**src/rtl/mem_stage_lsu_if.sv**
```systemverilog
// Access-size encoding plus the data-bus and framebuffer-write handshake bundle.
// The LSU is master on both channels: it drives beats/queue head and samples ack/ready.
package mem_stage_lsu_pkg;
  typedef enum logic [1:0] {
    MEM_SIZE_BYTE = 2'd0,
    MEM_SIZE_HALF = 2'd1,
    MEM_SIZE_WORD = 2'd2
  } mem_size_t;
endpackage

interface mem_stage_lsu_if #(
  parameter int XW = 9,
  parameter int YW = 9,
  parameter int PW = 8
);
  logic          dbus_req;
  logic          dbus_ack;
  logic [31:0]   dbus_addr;
  logic [31:0]   dbus_wr_data;
  logic [3:0]    dbus_wr_en;
  logic          fb_wr_en;
  logic          fb_wr_ready;
  logic [XW-1:0] fb_wr_pxl_x;
  logic [YW-1:0] fb_wr_pxl_y;
  logic [PW-1:0] fb_wr_pxl_value;

  modport master (
    output dbus_req, dbus_addr, dbus_wr_data, dbus_wr_en,
    output fb_wr_en, fb_wr_pxl_x, fb_wr_pxl_y, fb_wr_pxl_value,
    input  dbus_ack, fb_wr_ready
  );

  modport slave (
    input  dbus_req, dbus_addr, dbus_wr_data, dbus_wr_en,
    input  fb_wr_en, fb_wr_pxl_x, fb_wr_pxl_y, fb_wr_pxl_value,
    output dbus_ack, fb_wr_ready
  );
endinterface

```
**src/rtl/mem_stage_lsu.sv**
```systemverilog
// Memory stage: registers execute output, issues stores as valid/ack bus beats (misaligned split in two with MEM_MISALIGNED_SPLIT_EN, else flagged and dropped), queues pixel writes.
// Latency: non-memory 1 cycle; store 1 cycle + ack wait (+1 beat when split); pixel write 1 cycle.
// Backpressure: m_stall holds execute while a beat awaits ack or the pixel queue is full.
module mem_stage_lsu
  import mem_stage_lsu_pkg::*;
#(
  parameter  int MAIN_MEMORY_BYTES = 2048,
  parameter  int RESOLUTION_X      = 400,
  parameter  int RESOLUTION_Y      = 300,
  parameter  int PALETTE_LENGTH    = 256,
  parameter  int FB_FIFO_DEPTH     = 4,
  localparam int PCW = $clog2(MAIN_MEMORY_BYTES),
  localparam int XW  = $clog2(RESOLUTION_X),
  localparam int YW  = $clog2(RESOLUTION_Y),
  localparam int PW  = $clog2(PALETTE_LENGTH),
  localparam int AW  = $clog2(FB_FIFO_DEPTH)
) (
  input  logic            clk,
  input  logic            reset_n,
  input  logic            e_valid,
  input  logic [31:0]     e_alu_result,
  input  logic [31:0]     e_write_data,
  input  logic [4:0]      e_rd,
  input  logic [PCW-1:0]  e_pc_plus_4,
  input  mem_size_t       e_mem_size,
  input  logic            e_mem_write,
  input  logic            e_fb_write,
  output logic            m_stall,
  mem_stage_lsu_if.master bus,
  output logic            m_valid,
  output logic [31:0]     m_alu_result,
  output logic [4:0]      m_rd,
  output logic [PCW-1:0]  m_pc_plus_4,
  output logic            m_misaligned
);

  typedef enum logic [1:0] {IDLE, BEAT0, BEAT1} state_t;

  localparam logic [AW:0] CNT_FULL = (AW+1)'(FB_FIFO_DEPTH);

  state_t      state, state_nxt;
  logic        m_vld, m_mem_write, m_fb_write;
  logic [31:0] m_write_data;
  mem_size_t   m_size;
  logic        retire, is_st, is_fb, split, two_beat, drop;
  logic [1:0]  a;
  logic [3:0]  size_mask, en0, en1;
  logic [4:0]  sh0;
  logic [5:0]  sh1;

  logic [XW+YW+PW-1:0] fifo_mem [FB_FIFO_DEPTH];
  logic [AW-1:0]       wr_ptr, rd_ptr;
  logic [AW:0]         count;
  logic                full, empty, push, pop;
  logic [XW-1:0]       head_x;
  logic [YW-1:0]       head_y;
  logic [PW-1:0]       head_v;

  always_ff @(posedge clk or negedge reset_n) begin
    if (!reset_n) begin
      m_vld        <= 1'b0;
      m_alu_result <= '0;
      m_write_data <= '0;
      m_rd         <= '0;
      m_pc_plus_4  <= '0;
      m_size       <= MEM_SIZE_BYTE;
      m_mem_write  <= 1'b0;
      m_fb_write   <= 1'b0;
    end else if (!m_stall) begin
      m_vld        <= e_valid;
      m_alu_result <= e_alu_result;
      m_write_data <= e_write_data;
      m_rd         <= e_rd;
      m_pc_plus_4  <= e_pc_plus_4;
      m_size       <= e_mem_size;
      m_mem_write  <= e_mem_write;
      m_fb_write   <= e_fb_write;
    end
  end

  // A pixel write shadows a simultaneous store request.
  assign is_fb = m_vld && m_fb_write;
  assign is_st = m_vld && m_mem_write && !m_fb_write;
  assign a     = m_alu_result[1:0];
  assign split = (m_size == MEM_SIZE_WORD && a != 2'd0) ||
                 (m_size == MEM_SIZE_HALF && a == 2'd3);

`ifdef MEM_MISALIGNED_SPLIT_EN
  assign two_beat = split;
  assign drop     = 1'b0;
`else
  assign two_beat = 1'b0;
  assign drop     = split;
`endif

  always_comb begin
    size_mask = 4'b0001;
    case (m_size)
      MEM_SIZE_WORD: size_mask = 4'b1111;
      MEM_SIZE_HALF: size_mask = 4'b0011;
      default:       size_mask = 4'b0001;
    endcase
  end

  assign sh0 = {a, 3'b000};
  assign sh1 = 6'd32 - {1'b0, sh0};
  assign en0 = size_mask << a;
  assign en1 = size_mask >> (3'd4 - {1'b0, a});

  always_ff @(posedge clk or negedge reset_n) begin
    if (!reset_n) state <= IDLE;
    else          state <= state_nxt;
  end

  always_comb begin
    state_nxt    = state;
    retire       = 1'b0;
    m_misaligned = 1'b0;
    case (state)
      IDLE: begin
        if (is_st && !drop) begin
          state_nxt = BEAT0;
        end else if (m_vld) begin
          m_misaligned = is_st && drop;
          retire       = !(is_fb && full);
        end
      end
      BEAT0: begin
        if (bus.dbus_ack) begin
          if (two_beat) begin
            state_nxt = BEAT1;
          end else begin
            state_nxt = IDLE;
            retire    = 1'b1;
          end
        end
      end
      BEAT1: begin
        if (bus.dbus_ack) begin
          state_nxt = IDLE;
          retire    = 1'b1;
        end
      end
      default: state_nxt = IDLE;
    endcase
  end

  assign m_valid = retire;
  assign m_stall = m_vld && !retire;

  always_comb begin
    bus.dbus_req     = 1'b0;
    bus.dbus_addr    = '0;
    bus.dbus_wr_data = '0;
    bus.dbus_wr_en   = '0;
    if (state == BEAT0) begin
      bus.dbus_req     = 1'b1;
      bus.dbus_addr    = {m_alu_result[31:2], 2'b00};
      bus.dbus_wr_data = m_write_data << sh0;
      bus.dbus_wr_en   = en0;
    end else if (state == BEAT1) begin
      bus.dbus_req     = 1'b1;
      bus.dbus_addr    = {m_alu_result[31:2], 2'b00} + 32'd4;
      bus.dbus_wr_data = m_write_data >> sh1;
      bus.dbus_wr_en   = en1;
    end
  end

  // Fullness is judged on the registered count, so a same-cycle pop cannot admit a push.
  assign full  = (count == CNT_FULL);
  assign empty = (count == '0);
  assign push  = is_fb && (state == IDLE) && !full;
  assign pop   = !empty && bus.fb_wr_ready;

  always_ff @(posedge clk) begin
    if (push)
      fifo_mem[wr_ptr] <= {m_alu_result[XW-1:0], m_alu_result[16 +: YW], m_write_data[PW-1:0]};
  end

  always_ff @(posedge clk or negedge reset_n) begin
    if (!reset_n) begin
      wr_ptr <= '0;
      rd_ptr <= '0;
      count  <= '0;
    end else begin
      if (push) wr_ptr <= wr_ptr + 1'b1;
      if (pop)  rd_ptr <= rd_ptr + 1'b1;
      count <= count + {{AW{1'b0}}, push} - {{AW{1'b0}}, pop};
    end
  end

  assign {head_x, head_y, head_v} = fifo_mem[rd_ptr];
  assign bus.fb_wr_en        = !empty;
  assign bus.fb_wr_pxl_x     = empty ? '0 : head_x;
  assign bus.fb_wr_pxl_y     = empty ? '0 : head_y;
  assign bus.fb_wr_pxl_value = empty ? '0 : head_v;

endmodule
```
**src/flat_wrapper.sv**
```systemverilog
// flat-port wrapper written by rule: the top's interface ports become plain ports
module mem_stage_lsu_flat import mem_stage_lsu_pkg::*;
#(
  parameter  int MAIN_MEMORY_BYTES = 2048,
  parameter  int RESOLUTION_X      = 400,
  parameter  int RESOLUTION_Y      = 300,
  parameter  int PALETTE_LENGTH    = 256,
  parameter  int FB_FIFO_DEPTH     = 4,
  localparam int PCW = $clog2(MAIN_MEMORY_BYTES),
  localparam int XW  = $clog2(RESOLUTION_X),
  localparam int YW  = $clog2(RESOLUTION_Y),
  localparam int PW  = $clog2(PALETTE_LENGTH),
  localparam int AW  = $clog2(FB_FIFO_DEPTH)
)
  (clk, reset_n, e_valid, e_alu_result, e_write_data, e_rd, e_pc_plus_4, e_mem_size, e_mem_write, e_fb_write, m_stall, m_valid, m_alu_result, m_rd, m_pc_plus_4, m_misaligned, bus_dbus_req, bus_dbus_addr, bus_dbus_wr_data, bus_dbus_wr_en, bus_fb_wr_en, bus_fb_wr_pxl_x, bus_fb_wr_pxl_y, bus_fb_wr_pxl_value, bus_dbus_ack, bus_fb_wr_ready);
  mem_stage_lsu_if bus_i ();
  input  logic clk;
  input  logic reset_n;
  input  logic e_valid;
  input  logic [31:0] e_alu_result;
  input  logic [31:0] e_write_data;
  input  logic [4:0] e_rd;
  input  logic [PCW-1:0] e_pc_plus_4;
  input  mem_size_t e_mem_size;
  input  logic e_mem_write;
  input  logic e_fb_write;
  output logic m_stall;
  output logic m_valid;
  output logic [31:0] m_alu_result;
  output logic [4:0] m_rd;
  output logic [PCW-1:0] m_pc_plus_4;
  output logic m_misaligned;
  output wire logic [$bits(bus_i.dbus_req)-1:0] bus_dbus_req;
  output wire logic [$bits(bus_i.dbus_addr)-1:0] bus_dbus_addr;
  output wire logic [$bits(bus_i.dbus_wr_data)-1:0] bus_dbus_wr_data;
  output wire logic [$bits(bus_i.dbus_wr_en)-1:0] bus_dbus_wr_en;
  output wire logic [$bits(bus_i.fb_wr_en)-1:0] bus_fb_wr_en;
  output wire logic [$bits(bus_i.fb_wr_pxl_x)-1:0] bus_fb_wr_pxl_x;
  output wire logic [$bits(bus_i.fb_wr_pxl_y)-1:0] bus_fb_wr_pxl_y;
  output wire logic [$bits(bus_i.fb_wr_pxl_value)-1:0] bus_fb_wr_pxl_value;
  input wire logic [$bits(bus_i.dbus_ack)-1:0] bus_dbus_ack;
  input wire logic [$bits(bus_i.fb_wr_ready)-1:0] bus_fb_wr_ready;
  assign bus_dbus_req = bus_i.dbus_req;
  assign bus_dbus_addr = bus_i.dbus_addr;
  assign bus_dbus_wr_data = bus_i.dbus_wr_data;
  assign bus_dbus_wr_en = bus_i.dbus_wr_en;
  assign bus_fb_wr_en = bus_i.fb_wr_en;
  assign bus_fb_wr_pxl_x = bus_i.fb_wr_pxl_x;
  assign bus_fb_wr_pxl_y = bus_i.fb_wr_pxl_y;
  assign bus_fb_wr_pxl_value = bus_i.fb_wr_pxl_value;
  assign bus_i.dbus_ack = bus_dbus_ack;
  assign bus_i.fb_wr_ready = bus_fb_wr_ready;
  mem_stage_lsu #(.MAIN_MEMORY_BYTES(MAIN_MEMORY_BYTES), .RESOLUTION_X(RESOLUTION_X), .RESOLUTION_Y(RESOLUTION_Y), .PALETTE_LENGTH(PALETTE_LENGTH), .FB_FIFO_DEPTH(FB_FIFO_DEPTH)) u_core (.clk(clk), .reset_n(reset_n), .e_valid(e_valid), .e_alu_result(e_alu_result), .e_write_data(e_write_data), .e_rd(e_rd), .e_pc_plus_4(e_pc_plus_4), .e_mem_size(e_mem_size), .e_mem_write(e_mem_write), .e_fb_write(e_fb_write), .m_stall(m_stall), .bus(bus_i), .m_valid(m_valid), .m_alu_result(m_alu_result), .m_rd(m_rd), .m_pc_plus_4(m_pc_plus_4), .m_misaligned(m_misaligned));
endmodule
```
**config.mk**
```make
export PLATFORM = sky130hd
export DESIGN_NAME = mem_stage_lsu_flat
export DESIGN_NICKNAME = d
export VERILOG_FILES = /design/src/rtl/mem_stage_lsu_if.sv /design/src/rtl/mem_stage_lsu.sv /design/src/flat_wrapper.sv
export SDC_FILE = /design/constraint.sdc
export NUM_CORES = 1
export LEC_CHECK = 0
export CORE_AREA = 8 8 143 145
export DETAILED_ROUTE_END_ITERATION = 7
export DIE_AREA = 0 0 151 153
export PLACE_DENSITY = 0.79
export SLEW_MARGIN = 40
export SYNTH_ARGS = -nofsm -noshare
export SYNTH_HDL_FRONTEND = slang
export SYNTH_SLANG_ARGS = --single-unit
```
**constraint.sdc**
```tcl
create_clock -name clk -period 3.08 [get_ports clk]
set_input_delay 0.308 -clock clk [delete_from_list [all_inputs] [get_ports clk]]
set_output_delay 0.308 -clock clk [all_outputs]
set_load 0.01 [all_outputs]
```
==> impl_metrics.ini, run 1 <==
[global_routing]
grt_max_degree = 69
grt_pass1_vias = 5883
grt_use_total_pct = 18.4
antenna_found_initial = 0
grt_overflow = 0
grt_pass1_wl_um = 32800

[routing]
num_vias = 5324
wl_per_cell_um = 20.4
drt-initial-drc-count = 197
ant_nets = 0
drc = 0
routed_via_density = 5.20
wl_um = 20900
drt_pass1_iterations = 5

[finish]
seqCellArea_sq_um = 5450
mostFrequentLayoutCell = clkdlybuf4s50_1
multiInputGateArea_sq_um = 2910
finalNetCount = 874
nFillCells = 1306
drive_gt1_share_pct = 20.8
layout_common_cells = clkdlybuf4s50_1 (232), edfxtp_1 (104), dfrtp_1 (92), and2_1 (69), mux2_2 (47)
fin_util_pct = 64.7
insertedDiodeCount = 0
area_growth_pct = 37.9

[power]
leakagePower_nw = 4.61
p_per_area_nw_per_um2 = 1020
max-vdd-ir-drop_v = 0.000580

[critical_path]
cp.required_ns = 2.77
cp_max_fo = 19
start_kind = flop
endpoint_kind = output port
cp.arrival_ns = 2.57
critPathKind = flop to output port

[clocking]
clk_path_buf_depth = 2
cts_resized = 0
cts_sinks = 197
path_clk_slew_ns = 0.08
cts_inserted_buffers = 17
cts_tree = yes
cts-root-buf = clkbuf_16
h-tree-depth = 4
clk_latency_ns = 0.43

[die]
dieHeight_um = 153
die_area_sq_um = 23100
rows = 50
io_pins = 236
initial_core_util_pct = 47.0
die_w_um = 151
core_area_sq_um = 18300

[worst_hold_path]
hold_class = primary input to asynchronous set/reset pin

[timing]
fin_setup_tns_ns = 0
max_freq_ghz = 0.348
finalCriticalPeriod_ns = 2.88
rsz0062_at_grt = no
fin_worst_skew_ns = 0.0104
maxSlewHeadroom_pct = 56.3
finalHoldViolCount = 0
finalSetupViolCount = 0
hold_ws_ns = 0.400
tightest_slew_ns = 0.656
report.final.slew_viol_count = 0
finalCritPeriodShare_pct = 93.4

[synth]
synth-seq-cells = 197
yosys_warnings = 0
ys.flop_type = edfxtp_1
async_flop_share_pct = 47.2
syn_inst = 539
ys_types = 33
yosysSeqAreaShare_pct = 63.5
netlist_area_sq_um = 8580
avgSynthCellArea_sq_um = 15.9
synth_edf_count = 104

[place]
port_buffers = 233
gp_congestion = 0.896
hpwl_um = 14800

[flow_run]
max_cap_viol_count = 0

[outcome]
status = finished, final reports clean
-- critical path: stages, from the launching register on --
cell and delay (ns):
dfrtp_1 0.38, inv_1 0.05, ha_1 0.22, o21a_1 0.13, a311o_1 0.37, a31o_4 0.36, inv_1 0.09, clkdlybuf4s50_1 0.53
-- power breakdown --
group / total (mW) / switching, mW / internal, mW
Combinational: 5.35 / 2.32 / 3.02
Sequential: 4.44 / 0.654 / 3.79
Clock: 2.23 / 0.999 / 1.23
-- cell families (layout without fill, tap and decap cells) --
| group | count (synthesis) | count (layout) | share of synthesized area, % |
|---|---|---|---|
| flip-flops | 197 | 197 | 63.5 |
| multiplexers | 127 | 127 | 21.5 |
| AND/OR/NAND/NOR | 120 | 120 | 7.70 |
| buffers and inverters | 47 | 296 | 2.70 |
| AO/OA/AOI/OAI | 33 | 33 | 2.61 |
| adder cells (fa/ha/maj) | 9 | 9 | 1.40 |
| XOR/XNOR | 5 | 5 | 0.510 |
| other | 1 | 2 | 0.0437 |
-- cells in the mapped netlist, types with 2 or more instances --
library cell,instances,area share (%)
mux2i_1,16,1.9
buf_1,2,0.088
nand2b_1,3,0.22
and2_1,69,5.0
inv_1,12,0.52
buf_6,5,0.66
a211oi_1,18,1.6
edfxtp_1,104,36
dfrtp_1,93,27
nor2b_1,10,0.73
a21oi_1,9,0.52
buf_4,2,0.17
ha_1,8,1.2
mux2_4,38,6.7
xnor2_1,4,0.41
mux4_2,26,6.8
buf_2,8,0.47
nor2_1,30,1.3
nand2_1,5,0.22
mux2_2,47,6.2
clkbuf_1,18,0.79
-- area by class of cell --
type	count	share of cell area, %
timing repair buffer	252	21.3
inverter	12	0.381
clock buffer	19	4.02
clock inverter	13	1.08
tap	234	2.48
sequential	197	46.1
multi-input combinational	296	24.6
-- final timing paths --
check / startpoint / endpoint / slack [ns] / cells past startpoint
max: u_core.m_size[0] / m_stall / 0.20 / 7
min: reset_n / u_core.m_rd[2] / 0.40 / 2
max reg2reg: u_core.m_size[0] / u_core.m_pc_plus_4[3] / 0.67 / 7
min reg2reg: u_core.m_pc_plus_4[6] / u_core.m_pc_plus_4[6] / 0.51 / 1
max in group asynchronous: reset_n / u_core.m_write_data[5] / 1.93 / 3
min in group clk: e_valid / u_core.m_vld / 0.48 / 2
-- stage by stage --
stage,power [mW],cell area (sq um),std cells,setup WS [ns]
3_3_place_gp,9.70,11200,990,0.717
5_1_grt,12.7,11800,1023,0.0147
4_1_cts,12.2,11800,1023,0.172
3_5_place_dp,9.89,11200,990,0.680
6_report,12.0,11800,1023,0.205
2_1_floorplan,7.37,8580,540,0.748
-- flip-flops by register name, summed over array words and instances (netlist names) --
signal,cells
u_core.count,3
u_core.fifo_mem,104
u_core.m_alu_result,32
u_core.m_fb_write,1
u_core.m_mem_write,1
u_core.m_pc_plus_4,11
u_core.m_rd,5
u_core.m_size,2
u_core.m_vld,1
u_core.m_write_data,32
u_core.rd_ptr,2
u_core.state,1
u_core.wr_ptr,2
-- routing by layer --
metal,global-route usage [%],routed length (um)
met3,5.79,1500
met5,0,0
met1,21.4,8310
met2,32.1,10900
met4,4.67,234
-- what timing repair did --
| action | in CTS | in global routing |
|---|---|---|
| hold buffers | 1 | 0 |
| endpoints found under the hold margin | 38 | 0 |
| buffers inserted | 0 | 0 |
No activity file was read; power rests on OpenSTA's default activity.
==> inputs of run 2 (changes only) <==
Settings changed: CORE_AREA 8 8 143 145 to 8 8 126 128, DIE_AREA 0 0 151 153 to 0 0 134 136, DONT_BUFFER_PORTS set to 1, PLACE_DENSITY 0.79 to 0.78, SLEW_MARGIN 40 to 20.
==> impl_metrics.ini, run 2 (synthesis gave the netlist of run 1 again) <==
[outcome]
status = finished, final reports clean

[die]
io_pins = 236
initial_core_util_pct = 61.1
die_w_um = 134
rows = 44
core_area_sq_um = 14000
die_area_sq_um = 18200
dieHeight_um = 136

[routing]
num_vias = 4457
wl_um = 18600
drt-initial-drc-count = 327
routed_via_density = 6.04
drt_pass1_iterations = 4
ant_nets = 0
drc = 0
wl_per_cell_um = 25.2

[power]
p_int_mw = 6.71
p_per_area_nw_per_um2 = 1100
switching_share_pct = 35.5
seqPwrFrac_pct = 45.2
leakagePower_nw = 3.72
total_power_mw = 10.4
p_switching_mw = 3.69
clkPwrFrac_pct = 20.9
max-vdd-ir-drop_v = 0.000577
p_comb_share_pct = 33.9

[finish]
fin_util_pct = 67.2
layout_common_cells = edfxtp_1 (104), dfrtp_1 (92), and2_1 (69), mux2_2 (47), mux2_4 (38)
largest_reg_flops = 104
stdcell_count = 738
seqCellArea_sq_um = 5450
drive_gt1_share_pct = 28.7
regMostFlops = u_core.fifo_mem
insertedDiodeCount = 0
final_area_sq_um = 9440
finalNetCount = 639
multiInputGateArea_sq_um = 2910
nFillCells = 935
area_growth_pct = 10.0
reg.largest.list = u_core.fifo_mem (104), u_core.m_alu_result (32), u_core.m_write_data (32)
mostFrequentLayoutCell = edfxtp_1

[global_routing]
grt_overflow = 0
grt_pass1_vias = 4872
grt_pass1_wl_um = 28300
grt_use_total_pct = 20.6
grt_max_degree = 94
antenna_found_initial = 0

[critical_path]
crit_slowest_cell = nor2b_1
r2r_cells = 7
cp_slowest_stage_delay_ns = 0.66
path_cells = buf_4 -> nor2b_1 -> a21oi_1 -> nor2_1
critPathKind = flop to output port
cp.required_ns = 2.77
endpoint_kind = output port
start_kind = flop
crit_buf_inv = 1
cp.arrival_ns = 2.50
path_depth = 4
cp_max_fo = 37
critPathTopFamily = simple AND/OR/NAND/NOR gates

[timing]
report.final.slew_viol_count = 0
maxSlewHeadroom_pct = 44.3
finalCriticalPeriod_ns = 2.81
timing.final.ws_setup_ns = 0.269
finalSetupViolCount = 0
finalHoldViolCount = 0
max_freq_ghz = 0.356
rsz0062_at_grt = no
fin_worst_skew_ns = 0.0170
finalCritPeriodShare_pct = 91.3
fin_setup_tns_ns = 0
tightest_slew_ns = 0.835
hold_ws_ns = 0.0224

[worst_hold_path]
hold_class = primary input to flop
min_path_cells = 1

[clocking]
path_clk_slew_ns = 0.07
h-tree-depth = 4
clk_path_buf_depth = 2
cts_sinks = 197
postCtsSetupBuffers = 0
cts_inserted_buffers = 17
cts-root-buf = clkbuf_16
clk_latency_ns = 0.43
cts_tree = yes

[place]
placed_cells = 702
placed_area_sq_um = 8780
post-place-ws_ns = 0.490
hpwl_um = 12800
port_buffers = 0
gp_congestion = 0.796

[flow_run]
max_cap_viol_count = 0
-- run 2: cell count changes in the layout (fill, tap and decap cells not counted), sizes merged --
cell,previous run,this run
inv,21,20
dlygate4sd3,1,3
clkbuf,19,22
clkinv,3,2
clkdlybuf4s50,232,0
buf,19,14
bufinv,1,0
-- run 2: worst reg2reg max path, delay by kind of cell, from the launching register on --
kind | cells | cell delay [ns]
AOI/OAI and AO/OA | 3 | 1.06
muxes | 1 | 0.42
buffers and inverters | 2 | 0.41
DFF | 1 | 0.41
adders and majority gates | 1 | 0.17
-- run 2: layer usage --
metal | global-route usage (%) | vias to the layer above | wire length (um)
li1 | - | 1952 | -
met3 | 7.72 | 17 | 1660
met2 | 34.5 | 195 | 9510
met5 | 0 | - | 0
met4 | 6.74 | 0 | 235
met1 | 24.3 | 2293 | 7200
-- run 2: what timing repair did --
item | 4_1_cts | 5_1_grt
endpoints found under the hold margin | 95 | 0
endpoints found under the setup margin | 0 | 0
hold buffers | 4 | 0
gates resized for setup | 0 | 0
-- run 2: final cells by class --
type / instances / share of cell area, %
Clock inverter: 10 / 0.782
Multi-Input combinational cell: 296 / 30.8
Timing Repair Buffer: 17 / 2.17
Inverter: 12 / 0.477
Tap cell: 184 / 2.44
Sequential cell: 197 / 57.8
Clock buffer: 22 / 5.53
-- run 2: worst paths after layout --
kind,start,endpoint,slack [ns]
setup / recovery,u_core.m_alu_result[0],bus_dbus_wr_data[20],0.27
hold / removal,e_write_data[9],u_core.m_write_data[9],0.02
setup reg to reg,u_core.m_size[0],u_core.m_alu_result[25],0.51
hold reg to reg,u_core.m_write_data[29],u_core.m_write_data[29],0.51
max in group asynchronous,reset_n,u_core.m_alu_result[20],2.21
min in group asynchronous,reset_n,u_core.m_pc_plus_4[10],0.47
-- run 2: power by group through the flow --
| stage | clock, mW | combinational [mW] | sequential, mW |
|---|---|---|---|
| 2_1_floorplan | 0 | 2.97 | 4.40 |
| 3_3_place_gp | 0 | 3.44 | 4.70 |
| 3_5_place_dp | 0 | 3.55 | 4.76 |
| 4_1_cts | 2.22 | 3.59 | 4.72 |
| 5_1_grt | 2.31 | 3.83 | 4.82 |
| 6_report | 2.18 | 3.52 | 4.70 |
